File: src/rtl/mem_arbiter_pkg.sv
// Shared types for the memory arbiter: bus width, controller command encoding
// and the port identifiers used for grant/owner tracking.
package mem_arbiter_pkg;

    localparam int BUS_WIDTH = 8;

    typedef enum logic [2:0] {
        NONE  = 3'b000,
        READ  = 3'b001,
        WRITE = 3'b010
    } mc_cmd_t;

    typedef enum logic {
        PORT_IF = 1'b0,
        PORT_DM = 1'b1
    } port_t;

endpackage

File: src/rtl/rr_arbiter2.sv
// Two-way round-robin pick between fetch and data ports; on contention the
// port that did not win last time is chosen.
module rr_arbiter2
    import mem_arbiter_pkg::*;
(
    input  logic  req_if,
    input  logic  req_dm,
    input  port_t last_grant,
    output logic  valid,
    output port_t grant
);

    // NOTE: every output gets a default before any branch so no latch is inferred.
    always_comb begin
        valid = req_if | req_dm;
        grant = PORT_IF;
        if (req_if && req_dm) begin
            grant = (last_grant == PORT_IF) ? PORT_DM : PORT_IF;
        end else if (req_dm) begin
            grant = PORT_DM;
        end
    end

endmodule

File: src/rtl/mem_arbiter.sv
// Shares one memory_controller between instruction fetch and load/store:
// round-robin grant, one command per access, one-cycle done pulse to the winner.
module mem_arbiter
    import mem_arbiter_pkg::*;
(
    input  logic                 clk,
    input  logic                 rst,
    input  logic                 if_req,
    input  logic [BUS_WIDTH-1:0] if_addr,
    output logic                 if_done,
    output logic [BUS_WIDTH-1:0] if_rdata,
    input  logic                 dm_req,
    input  logic                 dm_we,
    input  logic [BUS_WIDTH-1:0] dm_addr,
    input  logic [BUS_WIDTH-1:0] dm_wdata,
    output logic                 dm_done,
    output logic [BUS_WIDTH-1:0] dm_rdata,
    output logic [2:0]           mc_write_read,
    output logic [BUS_WIDTH-1:0] mc_addr,
    output logic [BUS_WIDTH-1:0] mc_write_data,
    input  logic [BUS_WIDTH-1:0] mc_read_data,
    input  logic                 mc_busy,
    output logic                 owner
);

    typedef enum logic [1:0] {
        IDLE  = 2'd0,
        ISSUE = 2'd1,
        WAIT  = 2'd2,
        DONE  = 2'd3
    } arb_state_t;

    arb_state_t           state_q, state_d;
    port_t                grant_q;
    port_t                pick;
    logic                 pick_valid;
    logic                 start;
    logic                 we_q;
    logic [BUS_WIDTH-1:0] addr_q;
    logic [BUS_WIDTH-1:0] wdata_q;
    logic [BUS_WIDTH-1:0] rdata_q;
    logic [BUS_WIDTH-1:0] rdata_out;

    rr_arbiter2 u_rr (
        .req_if     (if_req),
        .req_dm     (dm_req),
        .last_grant (grant_q),
        .valid      (pick_valid),
        .grant      (pick)
    );

    assign start = (state_q == IDLE) && !mc_busy && pick_valid;

    // NOTE: sequential state uses non-blocking assignments only.
    always_ff @(posedge clk) begin
        if (rst) begin
            state_q <= IDLE;
        end else begin
            state_q <= state_d;
        end
    end

    // NOTE: holding registers are reset too, so no stale data can reach an output.
    always_ff @(posedge clk) begin
        if (rst) begin
            grant_q <= PORT_IF;
            we_q    <= 1'b0;
            addr_q  <= '0;
            wdata_q <= '0;
            rdata_q <= '0;
        end else begin
            if (start) begin
                grant_q <= pick;
                if (pick == PORT_DM) begin
                    we_q    <= dm_we;
                    addr_q  <= dm_addr;
                    wdata_q <= dm_wdata;
                end else begin
                    we_q    <= 1'b0;
                    addr_q  <= if_addr;
                    wdata_q <= '0;
                end
            end
            if (state_q == WAIT) begin
                rdata_q <= mc_read_data;
            end
        end
    end

    // Stores return zero so the data port never sees unrelated controller data.
    assign rdata_out = we_q ? '0 : rdata_q;

    always_comb begin
        state_d       = state_q;
        mc_write_read = NONE;
        mc_addr       = '0;
        mc_write_data = '0;
        if_done       = 1'b0;
        dm_done       = 1'b0;
        if_rdata      = '0;
        dm_rdata      = '0;
        case (state_q)
            IDLE: begin
                if (start) state_d = ISSUE;
            end
            ISSUE: begin
                mc_write_read = we_q ? WRITE : READ;
                mc_addr       = addr_q;
                mc_write_data = wdata_q;
                state_d       = WAIT;
            end
            WAIT: begin
                mc_addr = addr_q;
                state_d = DONE;
            end
            DONE: begin
                if (grant_q == PORT_DM) begin
                    dm_done  = 1'b1;
                    dm_rdata = rdata_out;
                end else begin
                    if_done  = 1'b1;
                    if_rdata = rdata_out;
                end
                state_d = IDLE;
            end
            default: state_d = IDLE;
        endcase
    end

    assign owner = grant_q;

endmodule

File: config.mk
export PLATFORM = sky130hd
export DESIGN_NAME = mem_arbiter
export DESIGN_NICKNAME = d
export VERILOG_FILES = /design/src/rtl/mem_arbiter_pkg.sv /design/src/rtl/rr_arbiter2.sv /design/src/rtl/mem_arbiter.sv
export SDC_FILE = /design/constraint.sdc
export NUM_CORES = 1
export LEC_CHECK = 0
export CORE_UTILIZATION = 55
export CTS_CLUSTER_SIZE = 14
export DETAILED_ROUTE_END_ITERATION = 8
export DONT_BUFFER_PORTS = 1
export PLACE_DENSITY = 0.7
export SYNTH_ARGS = -nofsm -noshare
export SYNTH_HDL_FRONTEND = slang
export SYNTH_HIERARCHICAL = 1
export SYNTH_SLANG_ARGS = --single-unit
File: constraint.sdc
create_clock -name clk -period 1.59 [get_ports clk]
set_input_delay 0.318 -clock clk [delete_from_list [all_inputs] [get_ports clk]]
set_output_delay 0.318 -clock clk [all_outputs]
set_load 0.03 [all_outputs]
* After elaboration in Yosys (flattened, before gate mapping)
Cells that the tools add are included.
W data, S select, Z words.
** Storage, ports and cells
- Output and inout bits :: 38
- Latch bits :: 0
- Logic and storage cells :: 37
- Register bits :: 28
- Bits in writable memories :: 0
- Bits in read-only memories :: 0
- Memories :: 0
** Operators by class
- Multiplexer cells :: 20
- $add $sub $neg :: 0
- Reductions and logical operators :: 6
- Magnitude comparators :: 0
- Bitwise logic cells :: 1
- Shift-type cells :: 0
- Equal/unequal tests :: 4
- Multipliers :: 0
- Div/mod/pow operators :: 0
** Operators with widths (count)
- $mux W8 :: 9
- $pmux W2 S4 :: 1
- $mux W1 :: 7
- $mux W2 :: 3
- $eq A2 B2 Y1 const B :: 2
- $logic_and A1 B1 Y1 :: 3
- $eq A2 B1 Y1 const B :: 1
- $logic_not A2 Y1 :: 1
- $ne A2 B2 Y1 const B :: 1
- $reduce_or A2 Y1 :: 1
- $logic_not A1 Y1 :: 1
- $or A1 B1 Y1 :: 1

* Logic depth before layout (Yosys ltp)
- Word-level depth :: 5
- Mapped depth :: 7
- Depth with buffers taken out :: 5

* Cells and area by module
The synthesis kept the hierarchy.
** Modules (own cells, without submodules)
- mem_arbiter :: cells an instance 163, instances 1, area each 1477.7 µm²
- rr_arbiter2 :: cells an instance 2, instances 1, area each 13.8 µm²

* Least setup slack after synthesis
No wires, ideal clock.
- Path type :: register to output
- Start :: reg state_q[0]
- End :: out if_rdata[0]
- Stages on the path, launching flop included :: 5
- Slack :: -0.303 ns
- Arrival time :: 1.575 ns
- Path through :: dfxtp_1 > ha_1 > nor2b_1 > and2b_1 > and2_1
** On the way
- Word-level cells in the longest chain between the ends :: 2
** RTL lines
- from (decl) :: RTL line mem_arbiter.sv:33 : arb_state_t state_q, state_d;
- from (signal assigned) :: RTL line mem_arbiter.sv:59 : state_q <= state_d;
- $eq A2 B2 Y1 :: RTL line mem_arbiter.sv:102 : case (state_q)
- $mux W8 :: RTL line mem_arbiter.sv:102
- to (decl) :: RTL line mem_arbiter.sv:11 : output logic [BUS_WIDTH-1:0] if_rdata,
No other way between the ends.

* Final worst setup path
- Start :: reg state_q[0]
- End :: out dm_rdata[0]
** On the way
- Word-level cells in the longest chain between the ends :: 2
** RTL lines
- $eq A2 B2 Y1 :: RTL line mem_arbiter.sv:102
- $mux W8 :: RTL line mem_arbiter.sv:102
- to (decl) :: RTL line mem_arbiter.sv:17 : output logic [BUS_WIDTH-1:0] dm_rdata,
No other way between the ends.

==> impl_metrics.env <==
export IMPL_hold_path_depth=1
export IMPL_synth_area_leaders="dfxtp_1 38%, and2_1 14%, mux2i_1 11%, nor2_1 3.8%, ha_1 3.4%"
export IMPL_ys_types=30
export IMPL_max_clock_freq_mhz=538
export IMPL_fin_crit_sh_pct=117
export IMPL_syn_cell_area_mm2=0.00149
export IMPL_status="finished, violations left"
export IMPL_fp_row_count=18
export IMPL_vias=1145
export IMPL_synth_fp_nets=207
export IMPL_viasPerCell=5.50
export IMPL_setup_ws_ns=-0.267
export IMPL_cts_tree="built"
export IMPL_core_mm2=0.00252
export IMPL_clock_sinks=28
export IMPL_path_max_fanout=8
export IMPL_muxShareOfSynthArea_pct=10.7
export IMPL_synth_fa_ha_area_share_pct=3.36
export IMPL_rsz0062_at_grt="true"
export IMPL_io_buffers=0
export IMPL_hold_buffers=0
export IMPL_end_kind="primary output"
export IMPL_final_cells=208
export IMPL_ir_drop_v=0.00129
export IMPL_routedWlPerCell_um=15.1
export IMPL_synth_edf_count=0
export IMPL_synth_xor_area_share_pct=0
export IMPL_dp_cells=202
export IMPL_grt_pass1_vias=1020
export IMPL_critPathArrivalTime_ns=1.54
export IMPL_synth_compound_area_share_pct=9.73
export IMPL_r2r_start="state_q[1]$_SDFFE_PP0P_"
export IMPL_yosysMostFrequentCell="and2_1"
export IMPL_yosys_area_top_type="dfxtp_1"
export IMPL_slew_viol_final=0
export IMPL_r2r_end="addr_q[1]$_SDFFE_PP0P_"
export IMPL_antenna_found_initial=0
export IMPL_critical_path_class="flop to primary output"
export IMPL_synth_top_area_share_pct=37.6
export IMPL_fp_dieArea_mm2=0.00292
export IMPL_r2r_cells=6
export IMPL_syn_area_per_cell_um2=9.04
export IMPL_antenna_cells=0
export IMPL_area_growth_pct=21.7
export IMPL_dr_first_iter_drc_count=9
export IMPL_power_leakage_uw=0.000740
export IMPL_violations="setup timing"
export IMPL_synth_top_cells_by_count="34 x and2_1, 28 x dfxtp_1, 16 x mux2i_1"
export IMPL_setup_viol=34
export IMPL_grt_overflow=0
export IMPL_synth_top_family_by_area="simple AND/OR/NAND/NOR gates"
export IMPL_routed_wl_um=3130
export IMPL_post_dp_hpwl_um=2080
export IMPL_yosysSeqAreaShare_pct=37.6
export IMPL_start_util_pct=59.1
export IMPL_track_usage_pct=21.9
export IMPL_synth_cells=165
export IMPL_die_h_um=54.1
export IMPL_crit_path_start_kind="flop"
export IMPL_async_flop_share_pct=0
export IMPL_synth_main_ff_cell="dfxtp_1"
export IMPL_synth_seq_cells=28
export IMPL_hold_end="owner$_SDFFE_PP0P_"
export IMPL_cts_buffers=3
export IMPL_htreeDepth=1
export IMPL_hold_path_class="input port to flop"
export IMPL_dpl_worst_slack_ns=0.00540
export IMPL_final_hold_viol_count=0
export IMPL_clockRootBuffer="clkbuf_4"
export IMPL_hold_start="rst"
export IMPL_first_pass_iters=3
export IMPL_max_cap_violations=0
export IMPL_gp_congestion=0.763
export IMPL_ios=76
export IMPL_nets=221
export IMPL_reg2reg_slack_ns=0.14
export IMPL_grt_max_degree=30
export IMPL_dieWidth_um=54.1
export IMPL_power_density_mw_per_mm2=1420
export IMPL_fin_skew_ns=0.00310
export IMPL_clockBufferDepth=2
export IMPL_ant_nets=0
export IMPL_synthSimpleGateAreaFrac_pct=30.1
export IMPL_period_needed_ns=1.86
export IMPL_drc=0
export IMPL_grt_pass1_wl_um=4560
export IMPL_drive_gt1_share_pct=41.6
export IMPL_crit_required_ns=1.27
export IMPL_path_clk_slew_ns=0.16
export IMPL_insertion_delay_ns=0.33
export IMPL_yosys_warnings=6
-- area by class of cell --
class,count,area (µm²)
repair buffers,19,205
clock inverters,1,30.0
multi-input cells,124,945
fillers,209,707
inverters,3,11.3
clock buffers,3,22.5
well taps,30,37.5
flip-flops and latches,28,564
-- sequential cells by signal (all words and copies together) (netlist names) --
| register | cells |
|---|---|
| state_q | 2 |
| rdata_q | 8 |
| owner | 1 |
| wdata_q | 8 |
| we_q | 1 |
| addr_q | 8 |
-- layer usage --
layer	wire [µm]	up-vias	track usage, %
li1	-	570	-
met1	1300	532	25.6
met2	1630	41	40.9
met3	186	2	3.67
met4	10	0	5.13
met5	0	-	0
-- per-stage QoR --
| stage | power [µW] | utilization (%) | TNS, ns | hold slack, ns | area (µm²) |
|---|---|---|---|---|---|
| 2_1_floorplan | 1720 | - | -0.0109 | 0.425 | 1510 |
| 3_3_place_gp | 1820 | 62.6 | 0 | 0.383 | 1580 |
| 3_5_place_dp | 1860 | 62.6 | 0 | 0.387 | 1580 |
| 4_1_cts | 2560 | 71.8 | -5.18 | 0.0175 | 1810 |
| 5_1_grt | 2730 | 72.0 | -7.19 | 0.00852 | 1820 |
| 6_report | 2570 | 72.0 | -5.12 | 0.0315 | 1820 |
-- where the power goes --
group / total [µW] / internal, µW / switching (µW)
sequential: 960 / 850 / 109
combinational: 1140 / 496 / 643
clock: 474 / 255 / 219
-- how the worst max path moves through the flow --
stage / start / endpoint / slack (ns) / cells after the start
after global routing: state_q[0]$_SDFFE_PP0P_ / dm_rdata[0] / -0.32 / 5
after detailed placement: state_q[0]$_SDFFE_PP0P_ / dm_rdata[1] / 0.005 / 5
after CTS: state_q[0]$_SDFFE_PP0P_ / dm_rdata[1] / -0.26 / 5
final: state_q[0]$_SDFFE_PP0P_ / dm_rdata[0] / -0.27 / 5
after global placement: state_q[0]$_SDFFE_PP0P_ / dm_rdata[1] / 0.04 / 5
after floorplan: state_q[0]$_SDFFE_PP0P_ / if_rdata[0] / -0.01 / 4
-- critical path: stages, from the launching register on --
cell     delay [ns]
dfxtp_2        0.37
ha_4           0.16
and2_4         0.15
and2b_2        0.25
and2_4         0.16
buf_6          0.13
-- kinds of logic after synthesis --
kind of cell    Yosys count
simple gates             82
flops                    28
compound gates           21
mux                      16
buf+inv                  13
fa+ha+maj                 4
other cells               1
-- cells in the final DEF (no fill, tap or decap), types with 2 or more instances in the layout --
cell      netlist  layout
clkbuf_4        0       3
a211oi_1        6       6
and2b_2         0       2
buf_6           3      10
inv_1           3       3
nand3_1         8       8
nand2_1        11      11
a21oi_1         9       9
dfxtp_2         0       3
mux2i_1        16      16
nor2_1         15      15
ha_4            0       3
a211oi_2        2       2
buf_4           1       7
nor2b_1         4       3
dfxtp_1        28      25
buf_12          1       2
and2_4          0      34
nor2_2          2       2
nor3_1          2       2
-- what timing repair did --
action / CTS / global route
gates cloned: 0 / 0
setup buffers: 2 / 0
resized for setup: 69 / 2
setup endpoints to repair: 34 / 36
pin swaps: 13 / 0
(Power assumes the default switching activity.)
